### config.mk
export PLATFORM = sky130hd
export DESIGN_NAME = tlul_axi_bridge
export DESIGN_NICKNAME = d
export VERILOG_FILES = /design/src/rtl/axi_struct_pkg.sv /design/src/rtl/tlul_axi_bridge_pkg.sv /design/src/rtl/tlul_pkg.sv /design/src/rtl/tlul_axi_a_chk.sv /design/src/rtl/tlul_axi_bridge.sv
export SDC_FILE = /design/constraint.sdc
export NUM_CORES = 1
export LEC_CHECK = 0
export ABC_AREA = 1
export ABC_CLOCK_PERIOD_IN_PS = 4200
export BUFFER_PORTS_ARGS = -buffer_cell sky130_fd_sc_hd__buf_2
export CORE_AREA = 2 2 130 132
export DETAILED_ROUTE_END_ITERATION = 8
export DIE_AREA = 0 0 132 134
export PLACE_DENSITY_LB_ADDON = 0.2
export RECOVER_POWER = 100
export SETUP_SLACK_MARGIN = 0.3
export SLEW_MARGIN = 20
export SYNTH_ARGS = -nofsm -noshare
export SYNTH_HDL_FRONTEND = slang
export SYNTH_SLANG_ARGS = --single-unit
### constraint.sdc
create_clock -name clk -period 4.2 [get_ports clk]
set_clock_uncertainty 0.1 [all_clocks]
set_input_delay 1.05 -clock clk [delete_from_list [all_inputs] [get_ports clk]]
set_output_delay 1.05 -clock clk [all_outputs]
set_load 0.02 [all_outputs]
### src/rtl/axi_struct_pkg.sv
// ----------------------------------------------------------------------------
// axi_struct_pkg
// AXI4 manager-side request/response bundles, 32-bit address/data, 4-bit IDs.
//   axi_wr_req_t : AW + W payload, awvalid, wvalid, bready
//   axi_wr_rsp_t : awready, wready, B payload, bvalid
//   axi_rd_req_t : AR payload, arvalid, rready
//   axi_rd_rsp_t : arready, R payload, rvalid
// ----------------------------------------------------------------------------
package axi_struct_pkg;

    localparam int ID_W = 4;

    typedef struct packed {
        logic [ID_W-1:0] aw_id;
        logic [31:0]     aw_addr;
        logic [7:0]      aw_len;
        logic [2:0]      aw_size;
        logic [1:0]      aw_burst;
        logic            aw_valid;
        logic [31:0]     w_data;
        logic [3:0]      w_strb;
        logic            w_last;
        logic            w_valid;
        logic            b_ready;
    } axi_wr_req_t;

    typedef struct packed {
        logic            aw_ready;
        logic            w_ready;
        logic [ID_W-1:0] b_id;
        logic [1:0]      b_resp;
        logic            b_valid;
    } axi_wr_rsp_t;

    typedef struct packed {
        logic [ID_W-1:0] ar_id;
        logic [31:0]     ar_addr;
        logic [7:0]      ar_len;
        logic [2:0]      ar_size;
        logic [1:0]      ar_burst;
        logic            ar_valid;
        logic            r_ready;
    } axi_rd_req_t;

    typedef struct packed {
        logic            ar_ready;
        logic [ID_W-1:0] r_id;
        logic [31:0]     r_data;
        logic [1:0]      r_resp;
        logic            r_last;
        logic            r_valid;
    } axi_rd_rsp_t;

endpackage

### src/rtl/tlul_axi_bridge_pkg.sv
// ----------------------------------------------------------------------------
// tlul_axi_bridge_pkg
// Bridge FSM state encoding, AXI burst/response constants and the byte-lane
// mask helper used by the A-channel check.
// ----------------------------------------------------------------------------
package tlul_axi_bridge_pkg;

    typedef enum logic [2:0] {
        ST_IDLE    = 3'd0,
        ST_WR_AW_W = 3'd1,
        ST_WR_B    = 3'd2,
        ST_RD_AR   = 3'd3,
        ST_RD_R    = 3'd4,
        ST_RSP     = 3'd5
    } state_e;

    localparam logic [1:0] BURST_INCR  = 2'b01;
    localparam logic [1:0] RESP_OKAY   = 2'b00;
    localparam logic [1:0] RESP_SLVERR = 2'b10;
    localparam logic [1:0] RESP_DECERR = 2'b11;

    // Byte lanes covered by an access of 2**size bytes at the given low
    // address bits. Misaligned offsets are rounded down to the access size;
    // an unsupported size covers no lanes at all.
    function automatic logic [3:0] lane_mask(input logic [1:0] size,
                                             input logic [1:0] addr_lo);
        logic [3:0] m;
        case (size)
            2'd0:    m = 4'b0001 << addr_lo;
            2'd1:    m = addr_lo[1] ? 4'b1100 : 4'b0011;
            2'd2:    m = 4'b1111;
            default: m = 4'b0000;
        endcase
        return m;
    endfunction

endpackage

### src/rtl/tlul_pkg.sv
// ----------------------------------------------------------------------------
// tlul_pkg
// TL-UL channel structures and opcode encodings shared by the bridge and its
// environment. 32-bit address/data, 4 byte lanes, 8-bit source ID.
//   tl_h2d_t : A channel (host -> device) plus d_ready
//   tl_d2h_t : D channel (device -> host) plus a_ready
// ----------------------------------------------------------------------------
package tlul_pkg;

    // A-channel opcodes
    localparam logic [2:0] OP_PUT_FULL    = 3'h0;
    localparam logic [2:0] OP_PUT_PARTIAL = 3'h1;
    localparam logic [2:0] OP_GET         = 3'h4;

    // D-channel opcodes
    localparam logic [2:0] OP_ACCESS_ACK      = 3'h0;
    localparam logic [2:0] OP_ACCESS_ACK_DATA = 3'h1;

    typedef struct packed {
        logic        a_valid;
        logic [2:0]  a_opcode;
        logic [2:0]  a_param;
        logic [1:0]  a_size;
        logic [7:0]  a_source;
        logic [31:0] a_address;
        logic [3:0]  a_mask;
        logic [31:0] a_data;
        logic        d_ready;
    } tl_h2d_t;

    typedef struct packed {
        logic        d_valid;
        logic [2:0]  d_opcode;
        logic [2:0]  d_param;
        logic [1:0]  d_size;
        logic [7:0]  d_source;
        logic        d_sink;
        logic [31:0] d_data;
        logic [3:0]  d_user;
        logic        d_error;
        logic        a_ready;
    } tl_d2h_t;

endpackage

### src/rtl/tlul_axi_a_chk.sv
// ----------------------------------------------------------------------------
// tlul_axi_a_chk
// Combinational legality check of a TL-UL A-channel request.
//   opcode_i   : A opcode
//   address_i  : low two address bits (the only ones that affect legality)
//   size_i     : log2 of the access size in bytes
//   mask_i     : byte-lane mask
//   err_o      : request must be answered with an error and never reach AXI
//   is_write_o : opcode is PutFullData or PutPartialData
// ----------------------------------------------------------------------------
module tlul_axi_a_chk
    import tlul_pkg::*;
    import tlul_axi_bridge_pkg::*;
#(
    parameter bit AddrAlignChk = 1'b1
) (
    input  logic [2:0] opcode_i,
    input  logic [1:0] address_i,
    input  logic [1:0] size_i,
    input  logic [3:0] mask_i,
    output logic       err_o,
    output logic       is_write_o
);

    logic [3:0] lanes;
    logic       op_ok;
    logic       is_full;
    logic       misaligned;

    // Evaluate every error condition on the request fields.
    always_comb begin
        lanes      = lane_mask(size_i, address_i);
        is_full    = (opcode_i == OP_PUT_FULL);
        is_write_o = is_full || (opcode_i == OP_PUT_PARTIAL);
        op_ok      = is_write_o || (opcode_i == OP_GET);
        case (size_i)
            2'd1:    misaligned = address_i[0];
            2'd2:    misaligned = (address_i != 2'b00);
            default: misaligned = 1'b0;
        endcase
        err_o = !op_ok
              || (size_i > 2'd2)
              || (AddrAlignChk && misaligned)
              || (is_full && (mask_i != lanes))
              || ((mask_i & ~lanes) != 4'b0000);
    end

endmodule

### src/rtl/tlul_axi_bridge.sv
// ----------------------------------------------------------------------------
// tlul_axi_bridge
// TL-UL device port to AXI4 manager. One transaction in flight: a TL-UL
// request is captured in IDLE, turned into a single-beat AXI write (AW/W/B)
// or read (AR/R), and answered on the D channel once the AXI response lands.
//   clk, rst     : clock, synchronous active-high reset
//   tl_h2d_i     : TL-UL A channel plus d_ready
//   tl_d2h_o     : TL-UL D channel plus a_ready
//   axi_wr_req_o : AW/W payload, awvalid, wvalid, bready
//   axi_wr_rsp_i : awready, wready, B payload, bvalid
//   axi_rd_req_o : AR payload, arvalid, rready
//   axi_rd_rsp_i : arready, R payload, rvalid
// All handshake outputs come straight from registers.
// ----------------------------------------------------------------------------
module tlul_axi_bridge
    import tlul_pkg::*;
    import axi_struct_pkg::*;
    import tlul_axi_bridge_pkg::*;
#(
    parameter int AxiId        = 0,
    parameter bit AddrAlignChk = 1'b1
) (
    input  logic                        clk,
    input  logic                        rst,
    input  tlul_pkg::tl_h2d_t           tl_h2d_i,
    output tlul_pkg::tl_d2h_t           tl_d2h_o,
    output axi_struct_pkg::axi_wr_req_t axi_wr_req_o,
    input  axi_struct_pkg::axi_wr_rsp_t axi_wr_rsp_i,
    output axi_struct_pkg::axi_rd_req_t axi_rd_req_o,
    input  axi_struct_pkg::axi_rd_rsp_t axi_rd_rsp_i
);

    localparam logic [ID_W-1:0] AXI_ID = AxiId[ID_W-1:0];

    state_e      state_q;
    logic        a_ready_q;
    logic        aw_valid_q;
    logic        w_valid_q;
    logic        b_ready_q;
    logic        ar_valid_q;
    logic        r_ready_q;
    logic        d_valid_q;
    logic        d_error_q;
    logic [2:0]  d_opcode_q;
    logic [31:0] d_data_q;
    logic [31:0] addr_q;
    logic [31:0] data_q;
    logic [1:0]  size_q;
    logic [7:0]  source_q;
    logic [3:0]  mask_q;

    logic        chk_err;
    logic        chk_is_write;
    logic        a_fire;
    logic        aw_pending;
    logic        w_pending;
    logic        unused_a_param;

    assign unused_a_param = ^tl_h2d_i.a_param;

    // The check looks at the request on the accepting edge so the result is
    // registered together with the captured fields; this keeps the first AXI
    // valid one cycle after acceptance.
    tlul_axi_a_chk #(
        .AddrAlignChk (AddrAlignChk)
    ) u_a_chk (
        .opcode_i   (tl_h2d_i.a_opcode),
        .address_i  (tl_h2d_i.a_address[1:0]),
        .size_i     (tl_h2d_i.a_size),
        .mask_i     (tl_h2d_i.a_mask),
        .err_o      (chk_err),
        .is_write_o (chk_is_write)
    );

    assign a_fire     = a_ready_q && tl_h2d_i.a_valid;
    // A channel is still outstanding if its valid has not met ready yet.
    assign aw_pending = aw_valid_q && !axi_wr_rsp_i.aw_ready;
    assign w_pending  = w_valid_q  && !axi_wr_rsp_i.w_ready;

    // Bridge FSM: sequences the TL accept, the AXI handshakes and the D reply.
    always_ff @(posedge clk) begin
        if (rst) begin
            state_q    <= ST_IDLE;
            a_ready_q  <= 1'b0;
            aw_valid_q <= 1'b0;
            w_valid_q  <= 1'b0;
            b_ready_q  <= 1'b0;
            ar_valid_q <= 1'b0;
            r_ready_q  <= 1'b0;
            d_valid_q  <= 1'b0;
            d_error_q  <= 1'b0;
            d_opcode_q <= 3'h0;
            d_data_q   <= 32'h0;
            addr_q     <= 32'h0;
            data_q     <= 32'h0;
            size_q     <= 2'h0;
            source_q   <= 8'h0;
            mask_q     <= 4'h0;
        end else begin
            case (state_q)
                ST_IDLE: begin
                    a_ready_q <= 1'b1;
                    if (a_fire) begin
                        a_ready_q  <= 1'b0;
                        addr_q     <= tl_h2d_i.a_address;
                        data_q     <= tl_h2d_i.a_data;
                        size_q     <= tl_h2d_i.a_size;
                        source_q   <= tl_h2d_i.a_source;
                        mask_q     <= tl_h2d_i.a_mask;
                        d_opcode_q <= (tl_h2d_i.a_opcode == OP_GET) ? OP_ACCESS_ACK_DATA
                                                                    : OP_ACCESS_ACK;
                        d_data_q   <= 32'h0;
                        if (chk_err) begin
                            d_valid_q <= 1'b1;
                            d_error_q <= 1'b1;
                            state_q   <= ST_RSP;
                        end else if (chk_is_write) begin
                            aw_valid_q <= 1'b1;
                            w_valid_q  <= 1'b1;
                            state_q    <= ST_WR_AW_W;
                        end else begin
                            ar_valid_q <= 1'b1;
                            state_q    <= ST_RD_AR;
                        end
                    end
                end
                ST_WR_AW_W: begin
                    // Each valid drops on its own handshake and never returns.
                    if (aw_valid_q && axi_wr_rsp_i.aw_ready) begin
                        aw_valid_q <= 1'b0;
                    end
                    if (w_valid_q && axi_wr_rsp_i.w_ready) begin
                        w_valid_q <= 1'b0;
                    end
                    if (!aw_pending && !w_pending) begin
                        b_ready_q <= 1'b1;
                        state_q   <= ST_WR_B;
                    end
                end
                ST_WR_B: begin
                    if (axi_wr_rsp_i.b_valid) begin
                        b_ready_q <= 1'b0;
                        d_valid_q <= 1'b1;
                        d_error_q <= axi_wr_rsp_i.b_resp[1] || (axi_wr_rsp_i.b_id != AXI_ID);
                        d_data_q  <= 32'h0;
                        state_q   <= ST_RSP;
                    end
                end
                ST_RD_AR: begin
                    if (axi_rd_rsp_i.ar_ready) begin
                        ar_valid_q <= 1'b0;
                        r_ready_q  <= 1'b1;
                        state_q    <= ST_RD_R;
                    end
                end
                ST_RD_R: begin
                    if (axi_rd_rsp_i.r_valid) begin
                        r_ready_q <= 1'b0;
                        d_valid_q <= 1'b1;
                        if (axi_rd_rsp_i.r_resp[1] || (axi_rd_rsp_i.r_id != AXI_ID)
                                || !axi_rd_rsp_i.r_last) begin
                            d_error_q <= 1'b1;
                            d_data_q  <= 32'h0;
                        end else begin
                            d_error_q <= 1'b0;
                            d_data_q  <= axi_rd_rsp_i.r_data;
                        end
                        state_q <= ST_RSP;
                    end
                end
                ST_RSP: begin
                    // D fields are only touched once the host has taken them.
                    if (tl_h2d_i.d_ready) begin
                        d_valid_q <= 1'b0;
                        d_error_q <= 1'b0;
                        d_data_q  <= 32'h0;
                        a_ready_q <= 1'b1;
                        state_q   <= ST_IDLE;
                    end
                end
                default: begin
                    a_ready_q  <= 1'b0;
                    aw_valid_q <= 1'b0;
                    w_valid_q  <= 1'b0;
                    b_ready_q  <= 1'b0;
                    ar_valid_q <= 1'b0;
                    r_ready_q  <= 1'b0;
                    d_valid_q  <= 1'b0;
                    state_q    <= ST_IDLE;
                end
            endcase
        end
    end

    // Drive the TL-UL D channel and a_ready from registered state.
    always_comb begin
        tl_d2h_o          = '0;
        tl_d2h_o.d_valid  = d_valid_q;
        tl_d2h_o.d_opcode = d_opcode_q;
        tl_d2h_o.d_param  = 3'h0;
        tl_d2h_o.d_size   = size_q;
        tl_d2h_o.d_source = source_q;
        tl_d2h_o.d_sink   = 1'b0;
        tl_d2h_o.d_data   = d_data_q;
        tl_d2h_o.d_user   = 4'h0;
        tl_d2h_o.d_error  = d_error_q;
        tl_d2h_o.a_ready  = a_ready_q;
    end

    // Drive the AXI write request bundle; payload is held in registers.
    always_comb begin
        axi_wr_req_o          = '0;
        axi_wr_req_o.aw_id    = AXI_ID;
        axi_wr_req_o.aw_addr  = addr_q;
        axi_wr_req_o.aw_len   = 8'h00;
        axi_wr_req_o.aw_size  = {1'b0, size_q};
        axi_wr_req_o.aw_burst = BURST_INCR;
        axi_wr_req_o.aw_valid = aw_valid_q;
        axi_wr_req_o.w_data   = data_q;
        axi_wr_req_o.w_strb   = mask_q;
        axi_wr_req_o.w_last   = 1'b1;
        axi_wr_req_o.w_valid  = w_valid_q;
        axi_wr_req_o.b_ready  = b_ready_q;
    end

    // Drive the AXI read request bundle.
    always_comb begin
        axi_rd_req_o          = '0;
        axi_rd_req_o.ar_id    = AXI_ID;
        axi_rd_req_o.ar_addr  = addr_q;
        axi_rd_req_o.ar_len   = 8'h00;
        axi_rd_req_o.ar_size  = {1'b0, size_q};
        axi_rd_req_o.ar_burst = BURST_INCR;
        axi_rd_req_o.ar_valid = ar_valid_q;
        axi_rd_req_o.r_ready  = r_ready_q;
    end

endmodule

==> results.md, run 1 <==
* Post-synthesis register bit count at 122
* Hold Startpoint: data_q[19]
* P_int at 2.958 mW
* Filler Cell Count at 1811
* Detail Placement HPWL at 11530 um
* Die Span Y at 134 um
* Drt first-iter violations at 367
* Post-synth top area share at 40.46%
* Pleak at 3.009 nW
* Area of the multi-input gates at 0.002648 mm^2
* Req. time, crit path at 4310 ps
* Vias in the first global route at 5282
* Core area at 0.01629 mm^2
* Post-synthesis mux area share at 0%
* Unrepaired setup endpoints after global routing: no
* Area after DPL at 0.007020 mm^2
* Status: finished with violations
* Tcrit/Tclk final at 73.96%
* Crit-path max FO at 76
* Die area at 0.01769 mm^2
* Setup slack at placement at 1165 ps
* Post-CTS Resized at 0
* Vias at 5818
* Post-route setup TNS at 0 ps
* Final wirelength at 17090 um
* Yosys cell types at 33
* Area occupied by registers at 0.002442 mm^2
* IO Pins at 334
* Overall routing resource usage at 18.81%
* Avg Cell Area, Syn at 7.291 um^2
* Peak supply drop at 0.3817 mV
* Synth area leaders: dfxtp_1, buf_4, nand2_1, nand3_1, a21oi_1
* Sw Pwr at 2.154 mW
* Total global routing overflow at 0
* Antenna Nets Post-Route at 0
* Final net count at 1189
* CP startpoint kind: flip-flop
* R2r startpoint: state_q[1]
* Largest net degree at the start of global routing at 85
* Post-Syn Area at 0.006037 mm^2
* Critical Path End Type: flip-flop
* Die Wd at 132 um
* Power Density at 689.8 mW/mm^2
* Routed len/inst at 13.39 um
* Cts bufs inserted at 17
* Post-route cell area at 0.007411 mm^2
* Fin crit period at 3106 ps
* Core Rows at 47
* CTS clk-pin slew, worst paths at 60 ps
* XOR/XNOR Fraction of Synth Area at 0%
* CTS Hold Bufs at 0
* Gate power share at 39.1%
* Final Hold Fails at 0
* Failing checks: max-capacitance violations, max-slew violations
* Crit path kind: flip-flop to flip-flop
* Port bufs at 287
* RePlAce Congestion at 0.7954
* Initial cell density of the core at 37.06%
* TritonRoute pass-1 iters at 4
* Worst min path class: flip-flop to flip-flop
* Register area share after synthesis at 40.46%
* Synth area leader: dfxtp_1
* Net Sw Frac at 42.14%
* Clk_lat worst skew at 410 ps
* R2r setup slk at 1090 ps
* Clock tree sinks at 122
* Slew Viols, Final at 85
* Critical Path Start: state_q[1]
* Remaining DRCs at 0
* Simple-gate share of the synthesized area at 28.19%
* Synth Area in Compound Gates at 11.50%
* Via/cell ratio at 4.560
* CTS tree: built
* First-pass GRT wire length at 26890 um
* Clk pwr share at 29.3%
* H-tree depth at 4
* Worst slew pin tran at 1797 ps
* Largest family of logic cells by synthesized area: simple AND/OR/NAND/NOR gates
* Synthesized instance count at 828
* Fin util at 45.50%
* Layout Area Growth over Synthesis at 22.76%
* Max-cap violations at 1
* Initial antenna violation count at 1
* Total number of yosys warnings at 0
* Share of cells above drive strength 1 at 17.44%
* Slew HR at -19.83%
* Setup Fix Bufs, Post-CTS at 0
* Setup-failing EPs final at 0
* CTS root buf: clkbuf_16
* Crit path DAT at 3220 ps
* Final worst slack at 1094 ps
* Adder-cell share of the synthesized area at 1.865%
* FMAX at 0.3219 GHz
* Clock tree buffer depth at 2
* Sequential share of power at 31.7%
==> metal layers <==
metal / vias to the layer above / track usage, % / wire length (um)
li1: 2980 / - / -
met1: 2593 / 22.32 / 7248
met2: 221 / 32.09 / 8183
met3: 24 / 5.896 / 1345
met4: 0 / 6.763 / 308
met5: - / 0 / 0
==> Yosys cell counts <==
cell,number
nand4_4,1
o31ai_1,1
nand2_4,5
buf_8,3
nand2_2,1
nand3b_1,2
buf_4,93
nor2_1,120
nor2_4,3
buf_1,1
nand2_1,157
clkbuf_1,30
ha_1,9
conb_1,2
nor3_1,1
nand3b_2,1
inv_1,26
nand4_1,4
buf_2,5
nand3_2,1
o22ai_1,1
nor3_4,1
o21ai_0,33
buf_6,6
dfxtp_1,122
nor2_2,1
a21oi_1,90
o21bai_1,1
inv_2,3
nand3_1,91
a21o_1,1
inv_6,2
o21ai_1,10
==> worst max-delay path, stage by stage, from the launching register on <==
cell and delay, ps:
dfxtp_1 470, nor2_4 220, inv_1 90, nor2_2 1020
nand2_1 420, buf_12 350, nand2_1 110, a21oi_1 70
==> power groups by stage <==
stage | combinational [mW] | clock [mW] | sequential (mW)
floorplan | 1.49 | 0 | 1.88
global placement | 2.11 | 0 | 1.63
detailed placement | 2.12 | 0 | 1.63
CTS | 2.12 | 1.54 | 1.61
global route | 2.25 | 1.58 | 1.65
finish | 2.00 | 1.50 | 1.62
==> final cells by class <==
cell class	instances	share of cell area, %
clock buffers	21	6.213
repair buffers	294	17.74
clock inverters	11	1.958
multi-input cells	576	35.73
flip-flops and latches	122	32.96
diodes	1	0.03377
inverters	31	1.655
well taps	220	3.714
==> sequential cells by signal, summed over array words and instances (netlist names) <==
register,flops
addr_q,32
d_data_q,32
data_q,32
source_q,8
mask_q,4
state_q,3
size_q,2
a_ready_q,1
ar_valid_q,1
aw_valid_q,1
b_ready_q,1
d_error_q,1
d_opcode_q,1
d_valid_q,1
r_ready_q,1
w_valid_q,1
==> worst paths after layout <==
path / cells after the start / end
worst max register to register: 7 / data_q[27]
worst min register to register: 2 / data_q[19]
worst max-delay path: 7 / data_q[27]
worst min-delay path: 2 / data_q[19]
==> stage by stage <==
stage	std cells	hold slack, ps	power, mW
6_report	1276	357.5	5.112
5_1_grt	1275	372.5	5.486
3_3_place_gp	1243	346.5	3.739
4_1_cts	1275	357.5	5.275
3_5_place_dp	1243	348.9	3.749
2_1_floorplan	867	337.5	3.374
==> cells by family after synthesis <==
| group | count (synthesis) |
|---|---|
| AND/OR/NAND/NOR | 389 |
| buffers and inverters | 169 |
| AO/OA/AOI/OAI | 137 |
| flip-flops | 122 |
| adder cells (fa/ha/maj) | 9 |
| other | 2 |
==> cells in the final DEF (no fill, tap or decap), types with 3 or more instances in the layout <==
master	instances
o21ai_1	10
a21oi_1	90
bufinv_16	3
nand2_1	159
o21ai_0	33
clkbuf_16	17
nand2_4	4
nor2_1	120
clkinvlp_4	3
buf_4	4
conb_1	41
ha_1	9
clkinv_2	3
clkbuf_1	159
nand3_1	91
dfxtp_1	122
inv_1	26
buf_2	130
nand4_1	4
inv_2	3
Power figures use the tool's default switching activity.
==> run 2: changes to the inputs <==
ABC_CLOCK_PERIOD_IN_PS = 2600   (was 4200)
clock period = 2.6 ns   (was 4.2 ns; I/O delays follow)
==> run 2 against run 1 <==
Compared with the run above:
- the run now ends clean
- sequential power rose by 60%
- utilization rose by 0.91 points
- register-to-register slack got worse by 700 ps
- critical path depth rose by 1
- highest routed layer unchanged
- largest cell class unchanged
- critical endpoint is now d_data_q[6]
- critical path type unchanged
- first-iteration DRC count rose by 4.4%
- maximum frequency rose by 41%
- routed wire length rose by 0.86%
==> results.md, run 2 (synthesis results as in run 1) <==
* Clk_lat worst skew at 410 ps (about the same)
* Die Span Y at 134 um (unchanged)
* Clock tree sinks at 122 (unchanged)
* Initial antenna violation count at 1 (unchanged)
* Vias in the first global route at 5226 (-1.1%)
* Initial cell density of the core at 37.06% (unchanged)
* Peak supply drop at 0.5220 mV (+37%)
* Gate power share at 39.6% (+0.5 points)
* Power Density at 1117 mW/mm^2 (+62%)
* Most common cell after layout, fill and taps aside: nand2_1
* Critical Path End Type: flip-flop
* TritonRoute pass-1 iters at 7 (+3)
* Max-cap violations at 0 (-1)
* Worst slew pin tran at 693.0 ps (-1104 ps)
* FMAX at 0.4541 GHz (+41%)
* First-pass GRT wire length at 26360 um (-2.0%)
* Clock tree buffer depth at 2 (unchanged)
* Core area at 0.01629 mm^2 (unchanged)
* Final wirelength at 17230 um (+0.86%)
* Worst min path class: flip-flop to flip-flop
* CP startpoint kind: flip-flop
* Antenna Nets Post-Route at 0 (unchanged)
* CTS tree: built
* Via/cell ratio at 4.556 (about the same)
* Die area at 0.01769 mm^2 (unchanged)
* Post-route cell area at 0.007560 mm^2 (+2.0%)
* Setup Fix Bufs, Post-CTS at 0 (unchanged)
* Post-CTS Resized at 0 (unchanged)
* Layout Area Growth over Synthesis at 25.22%
* Largest regs: addr_q: 32 flops, d_data_q: 32 flops, data_q: 32 flops
* Final Hold Fails at 0 (unchanged)
* Clk pwr share at 29.7% (+0.4 points)
* Cts bufs inserted at 17 (unchanged)
* Post-route setup TNS at 0 ps (unchanged)
* Area after DPL at 0.007106 mm^2 (+1.2%)
* Status: completed
* IO Pins at 334 (unchanged)
* Setup-failing EPs final at 0 (unchanged)
* Vias at 5845 (+0.46%)
* Remaining DRCs at 0 (unchanged)
* CTS Hold Bufs at 0 (unchanged)
* RePlAce Congestion at 0.7880 (-0.93%)
* Hold_ws at 357.7 ps (+0.1640 ps)
* Detail Placement HPWL at 11950 um (+3.7%)
* Routed len/inst at 13.43 um (+0.31%)
* CTS clk-pin slew, worst paths at 50 ps (about the same)
* Share of cells above drive strength 1 at 19.02% (+1.6 points)
* Unrepaired setup endpoints after global routing: no
* Final net count at 1197 (+0.67%)
* Fin util at 46.41% (+0.91 points)
* Slowest cell on crit path: dfxtp_1
* H-tree depth at 4 (unchanged)
* Crit path DAT at 2450 ps (-770 ps)
* Overall routing resource usage at 18.59% (-0.21 points)
* Crit path kind: flip-flop to flip-flop
* Net Sw Frac at 42.33% (+0.20 points)
* Die Wd at 132 um (unchanged)
* Drt first-iter violations at 383 (+4.4%)
* Core Rows at 47 (unchanged)
* CTS root buf: clkbuf_16
* Worst R2R Path Depth at 8 (+1)
* Sw Pwr at 3.575 mW (+66%)
* Slew Viols, Final at 0 (-100%)
* Sequential share of power at 30.7% (-1.0 points)
* Slew HR at 53.80% (+74 points)
* Largest net degree at the start of global routing at 77 (-9.4%)
* Crit-path max FO at 33 (-57%)
* Req. time, crit path at 2850 ps (-1460 ps)
* Fin crit period at 2202 ps (-904.4 ps)
* Crit path cell chain: nor2_4 -> nand3_1 -> nand2_4 -> nor3_4 -> nand2_4 -> inv_6 -> nor2_1 -> nor2_1
* Worst hold stages at 2 (unchanged)
* Port bufs at 287 (unchanged)
* Filler Cell Count at 1838 (+1.5%)
* CP peak stage delay at 640 ps (-380 ps)
* Pleak at 3.068 nW (+1.9%)
* Most frequent cells in the layout: nand2_1, clkbuf_1, buf_2, dfxtp_1, nor2_1
* P_int at 4.870 mW (+65%)
* Total global routing overflow at 0 (unchanged)
* Tcrit/Tclk final at 84.69% (+11 points)
[run 2: cell types whose count changed in the layout (fill, tap and decap cells not counted), sizes merged]
cell / change
clkinvlp: -2
clkbuf: -4
buf: +9
clkinv: -1
bufinv: +1
inv: +4
[run 2: power groups by stage]
stage | clock (mW) | sequential, mW | combinational, mW
after floorplan | 0 | 3.04 | 2.41
after global placement | 0 | 2.60 | 3.50
after detailed placement | 0 | 2.62 | 3.51
after CTS | 2.57 | 2.58 | 3.52
after global routing | 2.64 | 2.65 | 3.73
final | 2.51 | 2.59 | 3.34
[run 2: layer usage]
| layer | vias to the layer above | routed length, um | GRT usage [%] |
|---|---|---|---|
| met4 | 0 | 261 | 6.159 |
| met2 | 202 | 8149 | 31.68 |
| met1 | 2623 | 7562 | 22.17 |
| li1 | 2998 | - | - |
| met3 | 22 | 1258 | 6.047 |
| met5 | - | 0 | 0 |
[run 2: worst paths after layout]
path,slack [ps],startpoint,end
max reg2reg,400,state_q[0],d_data_q[6]
max,400,state_q[0],d_data_q[6]
min,360,data_q[23],data_q[23]
min reg2reg,360,data_q[23],data_q[23]
[run 2: layout make-up]
class	instances	area (um^2)	area share [%]
antenna	1	2.502	0.03310
clock buffer	18	429.2	5.677
clock inverter	13	192.7	2.549
inverter	31	131.4	1.738
multi-input combinational	576	2684	35.50
sequential	122	2442	32.31
tap	220	275.3	3.641
timing repair buffer	302	1403	18.55
[run 2: metrics by stage]
step | worst slack (ps) | total power [mW] | std cells
floorplan | 366.7 | 5.451 | 867
global placement | 47.23 | 6.105 | 1251
detailed placement | 9.352 | 6.128 | 1251
CTS | 441.8 | 8.674 | 1282
global route | 158.1 | 9.016 | 1282
finish | 398.1 | 8.445 | 1283
[run 2: critical path, delay by kind of cell, from the launching register on]
kind	cells	cell delay [ps]
buffers and inverters	1	290
flip-flops	1	640
AND/OR/NAND/NOR	7	1090
